===== src/rtl/sad_pe_skew_array.sv =====
// sad_pe_skew_array
//   Systolic 1-D array of PE_COUNT sum-of-absolute-differences engines. One
//   current-block pixel stream is compared against PE_COUNT candidate
//   reference streams; PE i works i cycles behind PE0 so that results ripple
//   out one per cycle on SAD_valid, ending with the MSB that the downstream
//   minimum comparator qualifies on.
//
// Ports
//   clk                 rising-edge clock
//   rst                 synchronous active-high reset
//   in_valid            beat valid (no backpressure)
//   in_cur_pix          current-block pixel
//   in_ref_pix          reference pixel per PE, PE i at [i*PIXEL_WIDTH +: PIXEL_WIDTH]
//   out_SAD0..15        registered SAD per PE, held until that PE's next block
//   SAD_valid           bit i pulses for one cycle when out_SADi updates
//   busy                beat counter mid-block or any beat still in the skew line
//
// The out_SADn port list is fixed at 16 entries, so PE_COUNT must stay 16.
module sad_pe_skew_array #(
  parameter int unsigned PE_COUNT       = 16,
  parameter int unsigned PIXEL_WIDTH    = 8,
  parameter int unsigned MAX_DATA_WIDTH = 16,
  parameter int unsigned BLOCK_PIXELS   = 256
) (
  input  logic                            clk,
  input  logic                            rst,
  input  logic                            in_valid,
  input  logic [PIXEL_WIDTH-1:0]          in_cur_pix,
  input  logic [PE_COUNT*PIXEL_WIDTH-1:0] in_ref_pix,
  output logic [MAX_DATA_WIDTH-1:0]       out_SAD0,
  output logic [MAX_DATA_WIDTH-1:0]       out_SAD1,
  output logic [MAX_DATA_WIDTH-1:0]       out_SAD2,
  output logic [MAX_DATA_WIDTH-1:0]       out_SAD3,
  output logic [MAX_DATA_WIDTH-1:0]       out_SAD4,
  output logic [MAX_DATA_WIDTH-1:0]       out_SAD5,
  output logic [MAX_DATA_WIDTH-1:0]       out_SAD6,
  output logic [MAX_DATA_WIDTH-1:0]       out_SAD7,
  output logic [MAX_DATA_WIDTH-1:0]       out_SAD8,
  output logic [MAX_DATA_WIDTH-1:0]       out_SAD9,
  output logic [MAX_DATA_WIDTH-1:0]       out_SAD10,
  output logic [MAX_DATA_WIDTH-1:0]       out_SAD11,
  output logic [MAX_DATA_WIDTH-1:0]       out_SAD12,
  output logic [MAX_DATA_WIDTH-1:0]       out_SAD13,
  output logic [MAX_DATA_WIDTH-1:0]       out_SAD14,
  output logic [MAX_DATA_WIDTH-1:0]       out_SAD15,
  output logic [PE_COUNT-1:0]             SAD_valid,
  output logic                            busy
);

  localparam int unsigned CW = (BLOCK_PIXELS > 1) ? $clog2(BLOCK_PIXELS) : 1;
  localparam int unsigned D  = PE_COUNT - 1;   // depth of the shared cur/valid/last line
  localparam int unsigned PW = PIXEL_WIDTH;
  localparam int unsigned MW = MAX_DATA_WIDTH;

  // Front-end beat counter
  logic [CW-1:0] r_cnt;
  logic          w_last;

  assign w_last = (r_cnt == CW'(BLOCK_PIXELS - 1));

  always_ff @(posedge clk) begin
    if (rst) begin
      r_cnt <= '0;
    end else if (in_valid) begin
      r_cnt <= w_last ? '0 : r_cnt + 1'b1;
    end
  end

  // Shared skew line: stage s feeds PE s; stage 0 is the raw input.
  logic [D:1]           r_dv;
  logic [D:1]           r_dl;
  logic [PW-1:0]        r_dc [1:D];
  logic [PE_COUNT-1:0]  w_v;
  logic [PE_COUNT-1:0]  w_l;
  logic [PW-1:0]        w_c  [0:PE_COUNT-1];

  assign w_v = {r_dv, in_valid};
  assign w_l = {r_dl, in_valid & w_last};

  always_comb begin
    w_c[0] = in_cur_pix;
    for (int unsigned s = 1; s < PE_COUNT; s++) begin
      w_c[s] = r_dc[s];
    end
  end

  always_ff @(posedge clk) begin
    if (rst) begin
      r_dv <= '0;
      r_dl <= '0;
    end else begin
      r_dv <= w_v[D-1:0];
      r_dl <= w_l[D-1:0];
    end
  end

  always_ff @(posedge clk) begin
    r_dc[1] <= in_cur_pix;
    for (int unsigned s = 2; s <= D; s++) begin
      r_dc[s] <= r_dc[s-1];
    end
  end

  assign busy = (r_cnt != '0) || (|r_dv);

  // Processing elements
  logic [MW-1:0] w_sad [0:PE_COUNT-1];

  for (genvar gi = 0; gi < PE_COUNT; gi++) begin : g_pe
    logic [PW-1:0] w_ref;
    logic [PW-1:0] w_diff;
    logic [MW:0]   w_sum;
    logic [MW-1:0] w_acc_next;
    logic [MW-1:0] r_acc;
    logic [MW-1:0] r_sad;
    logic          r_sv;

    // Only the reference pixel needs a private delay of gi stages.
    if (gi == 0) begin : g_nodly
      assign w_ref = in_ref_pix[0 +: PW];
    end else begin : g_dly
      logic [PW-1:0] r_rd [0:gi-1];
      always_ff @(posedge clk) begin
        r_rd[0] <= in_ref_pix[gi*PW +: PW];
        for (int unsigned j = 1; j < gi; j++) begin
          r_rd[j] <= r_rd[j-1];
        end
      end
      assign w_ref = r_rd[gi-1];
    end

    assign w_diff     = (w_c[gi] >= w_ref) ? (w_c[gi] - w_ref) : (w_ref - w_c[gi]);
    assign w_sum      = {1'b0, r_acc} + (MW+1)'(w_diff);
    // Carry out of the accumulator width clamps to all-ones instead of wrapping.
    assign w_acc_next = w_sum[MW] ? '1 : w_sum[MW-1:0];

    always_ff @(posedge clk) begin
      if (rst) begin
        r_acc <= '0;
        r_sad <= '0;
        r_sv  <= 1'b0;
      end else begin
        r_sv <= w_v[gi] & w_l[gi];
        if (w_v[gi]) begin
          if (w_l[gi]) begin
            r_sad <= w_acc_next;
            r_acc <= '0;
          end else begin
            r_acc <= w_acc_next;
          end
        end
      end
    end

    assign w_sad[gi]     = r_sad;
    assign SAD_valid[gi] = r_sv;
  end

  assign out_SAD0  = w_sad[0];
  assign out_SAD1  = w_sad[1];
  assign out_SAD2  = w_sad[2];
  assign out_SAD3  = w_sad[3];
  assign out_SAD4  = w_sad[4];
  assign out_SAD5  = w_sad[5];
  assign out_SAD6  = w_sad[6];
  assign out_SAD7  = w_sad[7];
  assign out_SAD8  = w_sad[8];
  assign out_SAD9  = w_sad[9];
  assign out_SAD10 = w_sad[10];
  assign out_SAD11 = w_sad[11];
  assign out_SAD12 = w_sad[12];
  assign out_SAD13 = w_sad[13];
  assign out_SAD14 = w_sad[14];
  assign out_SAD15 = w_sad[15];

endmodule


===== config.mk =====
export PLATFORM = sky130hd
export DESIGN_NAME = sad_pe_skew_array
export DESIGN_NICKNAME = d
export VERILOG_FILES = /design/src/rtl/sad_pe_skew_array.sv
export SDC_FILE = /design/constraint.sdc
export NUM_CORES = 2
export LEC_CHECK = 0
export ABC_AREA = 1
export CAP_MARGIN = 20
export CORE_MARGIN = 2
export CORE_UTILIZATION = 53
export DETAILED_ROUTE_END_ITERATION = 8
export GPL_TIMING_DRIVEN = 0
export HOLD_SLACK_MARGIN = 0.03
export PLACE_DENSITY = 0.71
export SYNTH_ARGS = -nofsm -noshare
export SYNTH_HDL_FRONTEND = slang
export SYNTH_SLANG_ARGS = --single-unit
export TNS_END_PERCENT = 50

===== constraint.sdc =====
create_clock -name clk -period 3.49 [get_ports clk]
set_clock_uncertainty 0.05 [all_clocks]
set_input_delay 0.698 -clock clk [delete_from_list [all_inputs] [get_ports clk]]
set_output_delay 0.698 -clock clk [all_outputs]
set_load 0.05 [all_outputs]

Word-level counts from Yosys, hierarchy flattened
Memories as Yosys holds them, arrays and structs flattened.
Cells that the tools add are included.
{"block": "word_totals", "reg_bits": 566, "ramBits": 1080, "wordCells": 218, "memories": 16}
{"name": "g_pe[15].g_dly.r_rd", "depth": 15, "word_bits": 8, "read_ports": 15, "rd_clocked_by_memory_dff": 0, "write_ports": 15, "line_no": "122", "source": "logic [PW-1:0] r_rd [0:gi-1];"}
{"name": "r_dc", "depth": 15, "word_bits": 8, "read_ports": 15, "rd_clocked_by_memory_dff": 0, "write_ports": 15, "line_no": "72", "source": "logic [PW-1:0] r_dc [1:D];"}
{"name": "g_pe[14].g_dly.r_rd", "depth": 14, "word_bits": 8, "read_ports": 14, "rd_clocked_by_memory_dff": 0, "write_ports": 14, "line_no": "122"}
{"name": "g_pe[13].g_dly.r_rd", "depth": 13, "word_bits": 8, "read_ports": 13, "rd_clocked_by_memory_dff": 0, "write_ports": 13, "line_no": "122"}
{"name": "g_pe[12].g_dly.r_rd", "depth": 12, "word_bits": 8, "read_ports": 12, "rd_clocked_by_memory_dff": 0, "write_ports": 12, "line_no": "122"}
{"name": "g_pe[11].g_dly.r_rd", "depth": 11, "word_bits": 8, "read_ports": 11, "rd_clocked_by_memory_dff": 0, "write_ports": 11, "line_no": "122"}
{"name": "10 more memories"}
{"block": "op_classes", "n_addsub": 49, "order_cmp": 16, "eq_ne": 1, "mux": 49, "bitwise": 17, "n_reduce_logical": 19}
{"op": "two-way mux 16 bit", "n": 32}
{"op": "adder 16 x 8 -> 17 bit", "n": 16}
{"op": "subtractor 8 bit", "n": 32}
{"op": "two-way mux 8 bit", "n": 17}
{"op": "greater-or-equal comparator 8 bit", "n": 16}
{"op": "AND reduction 2 bit", "n": 16}
{"op": "AND 1 bit", "n": 17}
{"op": "OR reduction 15 bit", "n": 1}
{"op": "adder 8 x 1 -> 8 bit (second input constant)", "n": 1}
{"op": "equality test 8 bit (second input constant)", "n": 1}
{"op": "nonzero test 8 bit", "n": 1}
{"op": "logical OR 1 bit", "n": 1}

Depth between registers and ports, before layout
{"block": "depth", "word_depth": 5, "ltp_mapped": 26, "depth_no_buf": 25}

Worst setup path after synthesis
No wires, ideal clock.
{"block": "synth_path", "kind": "input port to flip-flop", "start": "input port in_cur_pix[0]", "end": "register g_pe[0].r_acc[5]", "t_arrival_ps": 3373, "path_slack_ps": -3, "path_stages": 23, "path_buffers": 2, "cell_sequence": "inv_1 -> ha_1 -> inv_1 -> fa_1 -> nand2_1 -> and3_1 -> inv_1 -> nand2_1 -> nand3_1 -> buf_4 -> o21ai_2 -> inv_1 -> fa_1 -> inv_1 -> nand3_1 -> nand3_1 -> nand2_1 -> nand2_2 -> nand3_4 -> inv_2 -> buf_6 -> o21ai_1 -> a21oi_1"}
{"block": "synth_between", "elab_chain_cells": 5}
{"item": "from (decl)", "line_no": "28", "source": "input logic [PIXEL_WIDTH-1:0] in_cur_pix,"}
{"item": "subtractor 8 bit / greater-or-equal comparator 8 bit (equally long branches)", "line_no": "132", "source": "assign w_diff = (w_c[gi] >= w_ref) ? (w_c[gi] - w_ref) : (w_ref - w_c[gi]);"}
{"item": "two-way mux 8 bit (*)", "line_no": "132"}
{"item": "adder 16 x 8 -> 17 bit (*)", "line_no": "133", "source": "assign w_sum = {1'b0, r_acc} + (MW+1)'(w_diff);"}
{"item": "two-way mux 16 bit (*)", "line_no": "135", "source": "assign w_acc_next = w_sum[MW] ? '1 : w_sum[MW-1:0];"}
{"item": "two-way mux 16 bit (*)", "line_no": "145", "source": "if (w_l[gi]) begin"}
{"item": "to (signal assigned)", "line_no": "149", "source": "r_acc <= w_acc_next;"}
{"item": "to (decl)", "line_no": "114", "source": "logic [MW-1:0] r_acc;"}
Every way passes the cells marked *; elsewhere a longest branch is shown, timed or not.
A chain may end at the register's enable or synchronous reset.

==> flow_metrics.env <==
export IMPL_synth_xor_area_frac=0.0271
export IMPL_grt_usage=0.259
export IMPL_die_x_um=357
export IMPL_min_period_ns=3.41
export IMPL_whs_ns=0.0640
export IMPL_overflow=0
export IMPL_total_power_uw=44200
export IMPL_cts_tree="done"
export IMPL_slew_headroom=0.139
export IMPL_min_path_type="primary input to flip-flop"
export IMPL_status="completed"
export IMPL_port_buffers=410
export IMPL_grt_max_degree=17
export IMPL_power_density_mw_per_mm2=537
export IMPL_crit_buf_inv=8
export IMPL_synth_commonest_cells="1973 x nand2_1, 1645 x dfxtp_1, 1341 x inv_1"
export IMPL_hold_viol=0
export IMPL_clock_root_buffer="clkbuf_16"
export IMPL_synth_yosys_seq_area_share=0.499
export IMPL_whs_path_depth=1
export IMPL_yosys_area_share_simple=0.209
export IMPL_antenna_found_initial=13
export IMPL_top_regs="g_pe.g_dly.r_rd: 960 flops, g_pe.r_acc: 256 flops, r_dc: 120 flops"
export IMPL_setup_viol=0
export IMPL_netlist_area_leader_share=0.499
export IMPL_wl_per_cell_um=16.1
export IMPL_ant_nets=0
export IMPL_path_class="flip-flop to flip-flop"
export IMPL_vias_per_cell=4.98
export IMPL_clk_latency_ns=0.83
export IMPL_largest_register_ff_count=960
export IMPL_clkSinkCount=1645
export IMPL_cp_end_kind="flip-flop"
export IMPL_p_leak_uw=0.0397
export IMPL_period_share=0.978
export IMPL_first_pass_iters=6
export IMPL_cts_buffers=162
export IMPL_reg2reg_to="g_pe[14].r_acc[5]$_SDFFE_PP0P_"
export IMPL_grt_pass1_wl_um=261000
export IMPL_irDropWorstVdd_mv=0.521
export IMPL_routed_wl_um=173000
export IMPL_synth_most_common_cell="nand2_1"
export IMPL_final_max_slew_viol_count=0
export IMPL_ff2ff_path_depth=24
export IMPL_cpPeakStageDelay_ns=0.39
export IMPL_clockBufferDepth=3
export IMPL_largest_register="g_pe.g_dly.r_rd"
export IMPL_startpoint_type="flip-flop"
export IMPL_synthMuxAreaShare=0.00121
export IMPL_clk_pin_slew_ns=0.06
export IMPL_timing_rr_start="r_dc[0][112]$_DFF_P_"
export IMPL_yosys_warnings=0
export IMPL_syn_nets=8773
export IMPL_synth_compound_area_frac=0.0799
export IMPL_finalNonFillerCells=10700
export IMPL_area_delta_synth_final_pct=24.7
export IMPL_coreArea_mm2=0.124
export IMPL_synth_edf_count=0
export IMPL_worst_pin_slew_ns=1.29
export IMPL_syn_area_mm2=0.0660
export IMPL_hpwl_um=126000
export IMPL_nNetsFinal=9498
export IMPL_min_to="r_dc[0][10]$_DFF_P_"
export IMPL_required_ns=4.17
export IMPL_maxCapViolCount=0
export IMPL_first_global_vias=49000
export IMPL_drc=0
export IMPL_drive_above_1_share=0.134
export IMPL_rows=129
export IMPL_ys_flop_type="dfxtp_1"
export IMPL_crit_fanout=5
export IMPL_initialDrtViolationCount=3643
export IMPL_vias=53200
export IMPL_rsz0062_at_grt="true"
export IMPL_place_congestion=0.931
export IMPL_start_util=0.534
export IMPL_yosysUniqueCellTypes=46
export IMPL_critPathSlowestCell="fa_2"
export IMPL_die_h_um=357
export IMPL_synthAdderAreaFrac=0.0877
export IMPL_synthesis_area_per_instance_um2=8.05
export IMPL_crit_family="simple AND/OR/NAND/NOR gates"
export IMPL_ioPinCount=412
export IMPL_dieArea_mm2=0.127
export IMPL_clock_fmax_ghz=0.293
export IMPL_reg2reg_slack_ns=0.08
export IMPL_crit_arrival_ns=4.10
export IMPL_synth_seq_cells=1645
export IMPL_synth_largest_area_cell="dfxtp_1"
export IMPL_placed_cells=10300
export IMPL_synthArstFlopShare=0
export IMPL_min_from="in_cur_pix[2]"
export IMPL_synth_top_family_by_area="simple AND/OR/NAND/NOR gates"
export IMPL_htree_levels=4
export IMPL_yosys_top_cells_area="dfxtp_1 50%, nand2_1 11%, inv_1 7.6%, ha_1 7.3%, nor2_1 4.0%"
export IMPL_syn_inst=8200
export IMPL_cp_cell_sequence="inv_2 -> ha_4 -> inv_1 -> fa_2 -> nand2_1 -> and3_4 -> inv_1 -> nand2_1 -> nand3_2 -> buf_6 -> o21ai_2 -> inv_1 -> fa_2 -> inv_2 -> nand3_1 -> nand3_2 -> nand2_2 -> nand2_4 -> nand3_4 -> buf_12 -> buf_4 -> nand3_1 -> nand2_1 -> a21oi_2"
==> worst max path at each step <==
stage | startpoint | depth (start not counted) | to
5_1_grt | r_dc[0][112]$_DFF_P_ | 24 | g_pe[14].r_acc[5]$_SDFFE_PP0P_
3_5_place_dp | in_cur_pix[2] | 22 | out_SAD0[0]$_SDFFE_PP0P_
6_report | r_dc[0][112]$_DFF_P_ | 24 | g_pe[14].r_acc[5]$_SDFFE_PP0P_
4_1_cts | r_dc[0][56]$_DFF_P_ | 23 | g_pe[7].r_acc[6]$_SDFFE_PP0P_
2_1_floorplan | in_cur_pix[0] | 23 | g_pe[0].r_acc[5]$_SDFFE_PP0P_
3_3_place_gp | in_cur_pix[0] | 24 | g_pe[0].r_acc[14]$_SDFFE_PP0P_
==> per-stage QoR <==
| stage | utilization | area [um^2] | worst slack [ns] | TNS, ns |
|---|---|---|---|---|
| finish | 0.666 | 82300 | 0.0754 | 0 |
| CTS | 0.636 | 78700 | 0.000357 | 0 |
| floorplan | - | 66000 | 0.0539 | 0 |
| detailed placement | 0.585 | 72300 | -1.06 | -81.44 |
| global route | 0.666 | 82300 | -0.138 | -8.00 |
| global placement | 0.584 | 72200 | -1.04 | -85.20 |
==> layout by cell type, fill, tap and decap left out, types with 34 or more instances in the layout <==
| cell | netlist | routed |
|---|---|---|
| buf_2 | 42 | 36 |
| o21bai_1 | 46 | 44 |
| xor2_1 | 182 | 182 |
| nand2_1 | 1973 | 1879 |
| a21oi_1 | 455 | 398 |
| fa_2 | 0 | 37 |
| a21oi_2 | 21 | 71 |
| clkbuf_16 | 0 | 173 |
| o21ai_1 | 29 | 121 |
| o21ai_2 | 12 | 39 |
| nor2_1 | 695 | 668 |
| nand4_1 | 74 | 74 |
| nand3_2 | 26 | 100 |
| dfxtp_1 | 1645 | 1611 |
| nand2_2 | 25 | 99 |
| buf_4 | 28 | 147 |
| nand3_1 | 447 | 360 |
| clkbuf_1 | 106 | 118 |
| inv_1 | 1341 | 1315 |
| inv_2 | 12 | 34 |
| ha_1 | 386 | 306 |
| o21ai_0 | 345 | 218 |
| ha_4 | 0 | 55 |
| clkdlybuf4s50_1 | 0 | 401 |
==> power by group <==
part	internal (uW)	leakage (uW)	switching (uW)
clock network	10800	0.00278	7700
logic	2280	0.0233	3600
registers	19500	0.0137	339
==> cell type report <==
class | count | area [um^2]
Timing Repair Buffer | 557 | 5520
Multi-Input combinational cell | 4963 | 29500
Sequential cell | 1645 | 33000
Clock buffer | 205 | 4460
Tap cell | 1637 | 2050
Fill cell | 10300 | 41300
Clock inverter | 91 | 1350
Buffer | 217 | 1280
Antenna cell | 3 | 7.51
Inverter | 1379 | 5190
==> per-layer routing <==
metal  track usage  vias to the layer above  share of wire
met4        0.0762                        2          0.027
met5             0                        -       0.000064
met1         0.355                    24700           0.45
met2         0.421                     1455           0.46
met3        0.0411                      258          0.059
li1              -                    26800              -
==> repair_timing <==
action	CTS	global route
cloned	3	23
setup buffers	18	101
endpoints found under the hold margin	0	1
hold buffers	0	1
gates resized for setup	130	696
setup endpoints to repair	430	505
pin swaps	16	174
==> logic make-up (layout without fill, tap and decap cells) <==
group / Yosys count / after routing
flip-flops: 1645 / 1645
XOR/XNOR: 204 / 204
other: 0 / 3
buffers and inverters: 1597 / 2449
adder cells (fa/ha/maj): 434 / 434
AO/OA/AOI/OAI: 975 / 975
multiplexers: 8 / 8
AND/OR/NAND/NOR: 3337 / 3342
Note: power is estimated with default switching activity, not from simulation.
